$ cat src/rtl/key_debounce.sv
// Pushbutton and slide-switch conditioner: synchronize, debounce, edge pulses.
// Optional auto-repeat on held keys is built only when KEY_REPEAT_EN is defined.
module key_debounce #(
  parameter int unsigned DEBOUNCE_CYCLES = 500000,
  parameter int unsigned REPEAT_DELAY    = 25000000,
  parameter int unsigned REPEAT_PERIOD   = 5000000
) (
  input  logic        CLOCK_50,
  input  logic        RESET_N,
  input  logic [3:0]  KEY_IN,
  input  logic [17:0] SW_IN,
  output logic [3:0]  KEY_LEVEL,
  output logic [3:0]  KEY_PRESS,
  output logic [3:0]  KEY_RELEASE,
  output logic [17:0] SW_OUT,
  output logic        SW_CHANGED
);

  localparam int unsigned CNT_W = $clog2(DEBOUNCE_CYCLES + 1);
  localparam logic [CNT_W-1:0] KEY_TC = CNT_W'(DEBOUNCE_CYCLES - 1);
  // The switch counter restarts on the first sample of a new value, so it
  // terminates one count earlier to give the same overall latency as a key.
  localparam logic [CNT_W-1:0] SW_TC = CNT_W'(DEBOUNCE_CYCLES - 2);

  logic [3:0]       key_sync1, key_sync2;
  logic [17:0]      sw_sync1, sw_sync2, sw_prev;
  logic [CNT_W-1:0] key_cnt [4];
  logic [CNT_W-1:0] sw_cnt;
  logic [3:0]       key_mismatch;
  logic [3:0]       key_accept;
  logic [3:0]       key_repeat;

  always_ff @(posedge CLOCK_50 or negedge RESET_N) begin
    if (!RESET_N) begin
      key_sync1 <= '1;
      key_sync2 <= '1;
      sw_sync1  <= '0;
      sw_sync2  <= '0;
    end else begin
      key_sync1 <= KEY_IN;
      key_sync2 <= key_sync1;
      sw_sync1  <= SW_IN;
      sw_sync2  <= sw_sync1;
    end
  end

  always_comb begin
    key_mismatch = ~key_sync2 ^ KEY_LEVEL;
    key_accept   = '0;
    for (int i = 0; i < 4; i++) begin
      key_accept[i] = key_mismatch[i] && (key_cnt[i] == KEY_TC);
    end
  end

  always_ff @(posedge CLOCK_50 or negedge RESET_N) begin
    if (!RESET_N) begin
      for (int i = 0; i < 4; i++) begin
        key_cnt[i] <= '0;
      end
      KEY_LEVEL   <= '0;
      KEY_PRESS   <= '0;
      KEY_RELEASE <= '0;
    end else begin
      for (int i = 0; i < 4; i++) begin
        if (!key_mismatch[i] || key_accept[i]) begin
          key_cnt[i] <= '0;
        end else begin
          key_cnt[i] <= key_cnt[i] + 1'b1;
        end
      end
      KEY_LEVEL   <= KEY_LEVEL ^ key_accept;
      KEY_PRESS   <= (key_accept & ~KEY_LEVEL) | key_repeat;
      KEY_RELEASE <= key_accept & KEY_LEVEL;
    end
  end

`ifdef KEY_REPEAT_EN
  localparam int unsigned REP_MAX = (REPEAT_DELAY > REPEAT_PERIOD) ? REPEAT_DELAY : REPEAT_PERIOD;
  localparam int unsigned REP_W   = $clog2(REP_MAX + 1);
  localparam logic [REP_W-1:0] REP_DELAY_LD  = REP_W'(REPEAT_DELAY - 1);
  localparam logic [REP_W-1:0] REP_PERIOD_LD = REP_W'(REPEAT_PERIOD - 1);

  logic [REP_W-1:0] rep_cnt [4];

  // A release on the same edge as terminal count wins: no repeat pulse.
  always_comb begin
    key_repeat = '0;
    for (int i = 0; i < 4; i++) begin
      key_repeat[i] = KEY_LEVEL[i] && !key_accept[i] && (rep_cnt[i] == '0);
    end
  end

  always_ff @(posedge CLOCK_50 or negedge RESET_N) begin
    if (!RESET_N) begin
      for (int i = 0; i < 4; i++) begin
        rep_cnt[i] <= '0;
      end
    end else begin
      for (int i = 0; i < 4; i++) begin
        if (key_accept[i]) begin
          rep_cnt[i] <= KEY_LEVEL[i] ? '0 : REP_DELAY_LD;
        end else if (KEY_LEVEL[i]) begin
          rep_cnt[i] <= (rep_cnt[i] == '0) ? REP_PERIOD_LD : rep_cnt[i] - 1'b1;
        end
      end
    end
  end
`else
  logic unused_repeat_cfg;
  assign unused_repeat_cfg = ^{REPEAT_DELAY, REPEAT_PERIOD};
  assign key_repeat = '0;
`endif

  always_ff @(posedge CLOCK_50 or negedge RESET_N) begin
    if (!RESET_N) begin
      sw_prev    <= '0;
      sw_cnt     <= '0;
      SW_OUT     <= '0;
      SW_CHANGED <= 1'b0;
    end else begin
      sw_prev    <= sw_sync2;
      SW_CHANGED <= 1'b0;
      if (sw_sync2 == SW_OUT || sw_sync2 != sw_prev) begin
        sw_cnt <= '0;
      end else if (sw_cnt == SW_TC) begin
        sw_cnt     <= '0;
        SW_OUT     <= sw_sync2;
        SW_CHANGED <= 1'b1;
      end else begin
        sw_cnt <= sw_cnt + 1'b1;
      end
    end
  end

endmodule

$ cat config.mk
export PLATFORM = sky130hd
export DESIGN_NAME = key_debounce
export DESIGN_NICKNAME = d
export VERILOG_FILES = /design/src/rtl/key_debounce.sv
export SDC_FILE = /design/constraint.sdc
export NUM_CORES = 1
export LEC_CHECK = 0
export BUFFER_PORTS_ARGS = -buffer_cell sky130_fd_sc_hd__buf_4
export CAP_MARGIN = 5
export CORE_UTILIZATION = 30
export DETAILED_ROUTE_END_ITERATION = 12
export HOLD_SLACK_MARGIN = 0.15
export PLACE_DENSITY = 0.42
export SLEW_MARGIN = 0
export SYNTH_ARGS = -nofsm -noshare
export SYNTH_HDL_FRONTEND = slang
export SYNTH_SLANG_ARGS = --single-unit
$ cat constraint.sdc
create_clock -name CLOCK_50 -period 2.7 [get_ports CLOCK_50]
set_input_delay 0 -clock CLOCK_50 [delete_from_list [all_inputs] [get_ports CLOCK_50]]
set_output_delay 0 -clock CLOCK_50 [all_outputs]
set_load 0.005 [all_outputs]
# After elaboration in Yosys (flattened, before gate mapping)
# Index checks and enable logic that the tools add are counted.
# totals
register_bits	188
out_inout_bits	31
word_cells	56
# op_classes
bitwise	7
reduce_logical	14
muxes	8
addsub	5
eq_ne	7
# ops
cell	n
19-bit 2-to-1 mux	6
19-bit by 1-bit adder with 19-bit output, second input constant	5
19-bit equality test, second input constant	5
18-bit equality test	1
18-bit inequality test	1
4-bit AND	2
4-bit inverter	2
4-bit bitwise XOR	2
1-bit logical OR	5
1-bit logical AND	4
1-bit zero test	4
1-bit 2-to-1 mux	2
2-bit AND reduction	1
1-bit inverter	1

# Logic depth before layout (Yosys ltp)
# Gate-level depths: netlist (run 1).
# logic_depth
word_depth	5
mapped_depth	9
depth_no_buf	7

# Worst setup path after synthesis (run 1)
# OpenSTA, ideal clock, no wires.
# synth_timing
path_kind	reg-to-reg
start	reg sw_sync2[15]
end	reg SW_OUT[10]
path_slack_ns	0.766
path_buffers	2
stages_incl_launch_ff	8
t_arrival_ns	1.809
required_ns	2.575
path_cell_list	dfrtp_1 -> xor2_1 -> nor4_2 -> and3_1 -> o211a_1 -> buf_6 -> buf_12 -> mux2_4
# synth_between
elab_chain_len	4
elab_cells_between_ends	5
classes_between	eq/ne: 2; bitwise: 1; reduce/logical: 2
# synth_lines
item	line	source
start, declared	26	logic [17:0] sw_sync1, sw_sync2, sw_prev;
start signal, assigned	43	sw_sync2 <= sw_sync1;
18-bit equality test / 18-bit inequality test (equally long branches)	123	if (sw_sync2 == SW_OUT || sw_sync2 != sw_prev) begin
1-bit logical OR *	123	
1-bit inverter (no source line) *	--	
2-bit AND reduction (no source line) *	--	
end signal, assigned	127	SW_OUT <= sw_sync2;
end, declared	15	output logic [17:0] SW_OUT,
# Every way passes the cells marked *; elsewhere a longest branch is shown, timed or not.
# A chain may end at the register's enable or synchronous reset.

# Worst setup path in the final report (run 1)
# layout_timing
start	reg sw_sync2[12]
end	reg SW_OUT[0]
# The elaborated chain is that of the path after synthesis.

==> run summary, run 1 <==
status - complete, no violations
max_cap viols - 0
WL final - 14500 um
Fin. Hold Viols - 0
R2R depth - 6
drt pass-1 iters - 4
Final ANT Viol Nets - 0
worst vdd ir - 0.503 mV
Fmax achieved - 466 MHz
Setup TNS Final - 0 ps
cell area after synthesis - 7820 um2
period utilization - 0.796
kind of critical path - reg -> reg
post-synthesis cell count - 659
fill count - 2495
Synth top cells by count - dfrtp_1 (180), nor2_1 (116), xor2_1 (66), xnor2_1 (58), nand3_1 (34)
RSZ-0062 raised after global routing - false
Hold Crit Class - in -> async
WP depth - 6
synth warn - 0
Critical Path RT - 3010 ps
number of core rows - 58
post-CTS setup buffers - 0
internal power - 4.24 mW
crit-path max FO - 12
Net Sw Power - 1.42 mW
chip width - 163 um
switching share of power - 0.250
dominant cells by area after synthesis - dfrtp_1 (58%), xor2_1 (7.4%), xnor2_1 (6.5%)
total track usage - 0.120
CTS tree - yes
total power per unit cell area - 596 nW/um2
worst path arrival time - 2460 ps
number of global-route vias before repair - 4961
count leader, synth - dfrtp_1
Worst path slowest cell - dfrtp_1
CTS buffer count - 17
register area share after synthesis - 0.603
Synth Area in Compound Gates - 0.00448
pre-CTS WS - 571 ps
initial antenna violation count - 0
Placed Cells - 1037
main combinational cell family by area after synthesis - simple AND/OR/NAND/NOR gates
fin crit period - 2150 ps
Crit. End Element - flop
simple-gate share of the synthesized area - 0.180
actual slew at the worst max-slew pin - 761 ps
largest net degree at the start of global routing - 86
worst skew pair latency - 440 ps
Avg Vias per Cell - 4.41
maximum buffer depth of the clock tree - 2
clock sinks - 188
area of the core - 25400 um2
die span in y - 163 um
Clk pwr share - 0.446
via count of the routed design - 4817
Starting Density - 0.308
Final Max Tran Viols - 0
final non-filler cell total - 1092
post-CTS sizing - 0
Post-Synth Adder-Cell Area - 0.0224
fin nets - 787
FF+latch count, synth - 188
drt initial violations - 221
Placer Congestion - 0.732
die area - 26700 um2
final setup skew - 22.7 ps
share of layout cells above drive strength 1 - 0.167
CTS hold repair buffers - 23
clock slew at reported path FFs - 90 ps
largest area contributor in the netlist - dfrtp_1
diode count - 0
buffers and inverters on the worst path - 1
Top delay family on crit path - simple AND/OR/NAND/NOR gates
post-DR wirelength/cell - 13.3 um
Main synth FF type - dfrtp_1
syn_area_per_cell - 11.9 um2
final worst slack - 552 ps
total power - 5.65 mW
IO Count - 55
startpoint types - flop
post-synthesis mux area share - 0.0307
H-tree levels - 4
Comb pwr share - 0.037
area grow syn2layout - 21.3%
first-pass GRT wire length - 25200 um
EDFF count, synth - 0
Post-Syn Nets - 697
Post-Synth XOR/XNOR Area - 0.139
final setup fails - 0
Pleak - 4.17 nW
post-DP HPWL - 9960 um
# DRC - 0
slew margin rel. - 0.489
Synth async-reset ratio - 1.00
area share of the largest cell type after synthesis - 0.576
Netlist cell types - 36
CTS Root Cell - clkbuf_16
slowest stage delay, CP - 430 ps
CP Cell Sequence - xnor2_1 -> nand4_1 -> nor4_2 -> o211a_1 -> buf_4 -> mux2_2
PortBufs - 54
final global-route overflow total - 0
Seq pwr share - 0.518
[metrics by stage]
step	utilization	hold slack, ps	instance area (um2)
5_1_grt	0.373	186	9480
6_report	0.373	142	9480
3_3_place_gp	0.340	103	8630
4_1_cts	0.373	186	9480
3_5_place_dp	0.340	107	8630
2_1_floorplan	-	-296	7820
[worst paths after layout]
check	start	to	slack, ps
max	sw_sync2[12]	SW_OUT[0]	550
min	RESET_N	sw_sync1[14]	140
max reg2reg	sw_sync2[12]	SW_OUT[0]	550
min reg2reg	sw_sync1[17]	sw_sync2[17]	350
max in group asynchronous	RESET_N	key_cnt[17]	1690
min in group CLOCK_50	SW_IN[3]	sw_sync1[3]	210
[layout make-up]
type	count	area, um2	share of cell area
sequential	188	4710	0.497
tap	330	413	0.0436
clock inverter	15	189	0.0199
clock buffer	17	425	0.0449
inverter	20	75.1	0.00792
timing repair buffer	84	719	0.0759
multi-input combinational	438	2940	0.310
[power groups by stage]
| stage | Sequential [mW] | Combinational, mW | Clock (mW) |
|---|---|---|---|
| after detailed placement | 2.98 | 0.191 | 0 |
| final | 2.93 | 0.208 | 2.52 |
| after CTS | 2.93 | 0.219 | 2.63 |
| after global routing | 2.94 | 0.241 | 2.75 |
| after global placement | 2.98 | 0.190 | 0 |
| after floorplan | 2.97 | 0.0802 | 0 |
[sequential cells by signal (all words and copies together), names as in the netlist]
register / cells
sw_cnt: 19
SW_OUT: 18
KEY_RELEASE: 4
SW_CHANGED: 1
sw_sync2: 18
key_sync2: 4
key_sync1: 4
key_cnt: 76
KEY_LEVEL: 4
KEY_PRESS: 4
sw_prev: 18
sw_sync1: 18
[cells by family after synthesis]
group                    after synthesis
AND/OR/NAND/NOR                      278
flip-flops                           188
XOR/XNOR                             124
buffers and inverters                 33
multiplexers                          18
adder cells (fa/ha/maj)               14
AO/OA/AOI/OAI                          4
[worst register-to-register path: stages (launching register included)]
cell and delay, ps:
dfrtp_1 430, xnor2_1 220, nand4_1 160, nor4_2 380, o211a_1 220, buf_4 240, mux2_2 370
[layout by cell type, fill, tap and decap left out, types with 9 or more instances in the layout]
master | netlist | layout
xnor2_1 | 58 | 58
nor2_1 | 116 | 116
mux2_4 | 10 | 10
nand3_1 | 34 | 34
buf_4 | 2 | 58
xor2_1 | 66 | 66
and4_1 | 10 | 10
dfrtp_1 | 180 | 180
nor4_1 | 10 | 10
nand2_1 | 33 | 33
ha_1 | 14 | 14
nor4b_1 | 9 | 9
dlygate4sd3_1 | 0 | 23
clkbuf_16 | 0 | 17
inv_1 | 20 | 20
nand4_1 | 24 | 24
[metal layers]
| layer | vias to the layer above | GRT usage | routed length, um |
|---|---|---|---|
| met3 | 8 | 0.0302 | 360 |
| met2 | 42 | 0.194 | 7000 |
| met1 | 2387 | 0.160 | 7000 |
| li1 | 2380 | - | - |
| met5 | - | 0 | 0 |
| met4 | 0 | 0.0331 | 125 |
Power figures use the tool's default switching activity.
==> run 2: changes to the inputs <==
==> constraint.sdc (replaced) <==
create_clock -name CLOCK_50 -period 2.1 [get_ports CLOCK_50]
set_input_delay 0 -clock CLOCK_50 [delete_from_list [all_inputs] [get_ports CLOCK_50]]
set_output_delay 0 -clock CLOCK_50 [all_outputs]
set_load 0.005 [all_outputs]
==> run 2 against run 1 <==
Compared with the run above: clock power rose by 35%; final cell count is 2.4% higher; critical endpoint is now SW_OUT[7]; setup slack worse by 520 ps; total power rose by 32%; largest power group unchanged; clock-buffer cell count is the same; fmax increased by 4.1%; critical path type unchanged; non-clock buffer count increased by 26; clock skew is 3.5 ps lower; register-to-register slack got worse by 520 ps; global-route usage rose by 0.42 points.
==> run summary, run 2 (synthesized netlist as in run 1, its figures left out) <==
# DRC - 0 (unchanged)
startpoint types - flop
diode count - 0 (unchanged)
largest net degree at the start of global routing - 52 (-40%)
PortBufs - 54 (unchanged)
Critical Path RT - 2420 ps (-590 ps)
R2R depth - 6 (unchanged)
RSZ-0062 raised after global routing - true
CP Cell Sequence - xor2_1 -> nor4_2 -> nand3_1 -> o211a_4 -> clkbuf_16 -> mux2_4
Pleak - 4.35 nW (+4.3%)
area of the core - 25400 um2 (unchanged)
Avg Vias per Cell - 4.43 (+0.41%)
period utilization - 0.983 (+0.187)
Crit. End Element - flop
number of global-route vias before repair - 5206 (+4.9%)
final setup skew - 19.1 ps (-3.51 ps)
slew margin rel. - 0.771 (+0.282)
commonest non-fill, non-tap cell in the layout - dfrtp_1
IO Count - 55 (unchanged)
kind of critical path - reg -> reg
Fmax achieved - 485 MHz (+4.1%)
Hold Crit Class - in -> async
initial antenna violation count - 0 (unchanged)
first-pass GRT wire length - 26000 um (+3.2%)
total track usage - 0.124 (+0.00420)
Setup TNS Final - 0 ps (unchanged)
Starting Density - 0.308 (unchanged)
post-DP HPWL - 10100 um (+1.6%)
worst skew pair latency - 440 ps (about the same)
CP startpoint - SW_OUT[6]
worst path arrival time - 2390 ps (-70 ps)
multi-input logic area - 3000 um2 (+1.8%)
worst r2r dst - SW_OUT[7]
fill count - 2444 (-2.0%)
worst vdd ir - 0.394 mV (-22%)
CTS tree - yes
die span in y - 163 um (unchanged)
buffers and inverters on the worst path - 1 (unchanged)
WHS - 189 ps (+46.5 ps)
fin crit period - 2060 ps (-84.2 ps)
R2R setup slack - 40 ps (-520 ps)
via count of the routed design - 4952 (+2.8%)
max_cap viols - 0 (unchanged)
total power per unit cell area - 759 nW/um2 (+27%)
crit path capture - SW_OUT[7]
WL final - 15000 um (+3.8%)
Final Max Tran Viols - 0 (unchanged)
fin nets - 813 (+3.3%)
CTS Root Cell - clkbuf_16
area grow syn2layout - 25.7%
slowest stage delay, CP - 430 ps (about the same)
crit-path max FO - 6 (-6)
Top delay family on crit path - simple AND/OR/NAND/NOR gates
clock slew at reported path FFs - 90 ps (about the same)
H-tree levels - 4 (unchanged)
chip width - 163 um (unchanged)
final global-route overflow total - 0 (unchanged)
Core Util, Final - 0.387 (+0.0137)
Regs by FF count - key_cnt: 76 flops, sw_cnt: 19 flops
Fin. Hold Viols - 0 (unchanged)
status - complete, no violations
drt pass-1 iters - 4 (unchanged)
die area - 26700 um2 (unchanged)
Most flops, register - key_cnt
Final ANT Viol Nets - 0 (unchanged)
WP depth - 6 (unchanged)
clock sinks - 188 (unchanged)
max reg flops - 76 (unchanged)
actual slew at the worst max-slew pin - 338 ps (-423 ps)
Worst path slowest cell - dfrtp_1
Seq. cell area - 4720 um2 (about the same)
post-DR wirelength/cell - 13.5 um (+1.4%)
CTS buffer count - 17 (unchanged)
share of layout cells above drive strength 1 - 0.203 (+0.0364)
maximum buffer depth of the clock tree - 2 (unchanged)
drt initial violations - 206 (-6.8%)
reg2reg start - SW_OUT[6]
number of core rows - 58 (unchanged)
final setup fails - 0 (unchanged)
most frequent cells in the layout - dfrtp_1 (179), nor2_1 (116), buf_4 (79), xor2_1 (65), xnor2_1 (57)
Placer Congestion - 0.735 (+0.48%)
-- run 2: power breakdown --
part / switching, mW / leakage, nW / internal, mW
Clock: 1.72 / 0.310 / 1.68
Sequential: 0.0592 / 2.46 / 3.70
Combinational: 0.161 / 1.58 / 0.136
Total: 1.94 / 4.35 / 5.52
-- run 2: what timing repair did --
item | in CTS | in global routing
pin swaps | 0 | 8
hold buffers | 24 | 0
resized for setup | 1 | 10
buffers inserted | 0 | 3
setup endpoints to repair | 5 | 17
endpoints found under the hold margin | 202 | 0
cloned | 0 | 1
-- run 2: metal layers --
layer,up-vias,wire (um),part of all wire,GRT usage
met2,48,7300,0.49,0.203
met1,2460,7190,0.48,0.163
li1,2434,-,-,-
met5,-,0,0,0
met4,0,159,0.011,0.0421
met3,10,391,0.026,0.0267
-- run 2: tightest hold or removal path: stages --
cell	delay, ps
dlygate4sd3_1	540
clkbuf_8	210
buf_16	260
-- run 2: worst min path at each step --
| stage | startpoint | depth (start not counted) | endpoint | slack, ps |
|---|---|---|---|---|
| 2_1_floorplan | RESET_N | 0 | KEY_LEVEL[0] | -300 |
| 3_3_place_gp | RESET_N | 1 | sw_sync1[14] | -1 |
| 3_5_place_dp | RESET_N | 1 | sw_sync2[14] | -0.3 |
| 4_1_cts | SW_IN[16] | 2 | sw_sync1[16] | 180 |
| 5_1_grt | SW_IN[16] | 2 | sw_sync1[16] | 180 |
| 6_report | RESET_N | 3 | sw_sync1[14] | 190 |
-- run 2: area by class of cell --
class,instances,share of cell area
clock buffer,17,0.0433
clock inverter,15,0.0225
inverter,20,0.00764
multi-input combinational,438,0.305
sequential,188,0.480
tap,330,0.0420
timing repair buffer,110,0.0998
-- run 2: per-stage QoR --
step	area, um2	total power [mW]	std cells	worst slack [ps]
2_1_floorplan	7820	3.92	659	166
3_3_place_gp	8820	4.09	1058	26.0
3_5_place_dp	8820	4.09	1058	0.144
4_1_cts	9730	7.62	1114	47.8
5_1_grt	9830	7.82	1118	-35.3
6_report	9830	7.46	1118	36.4
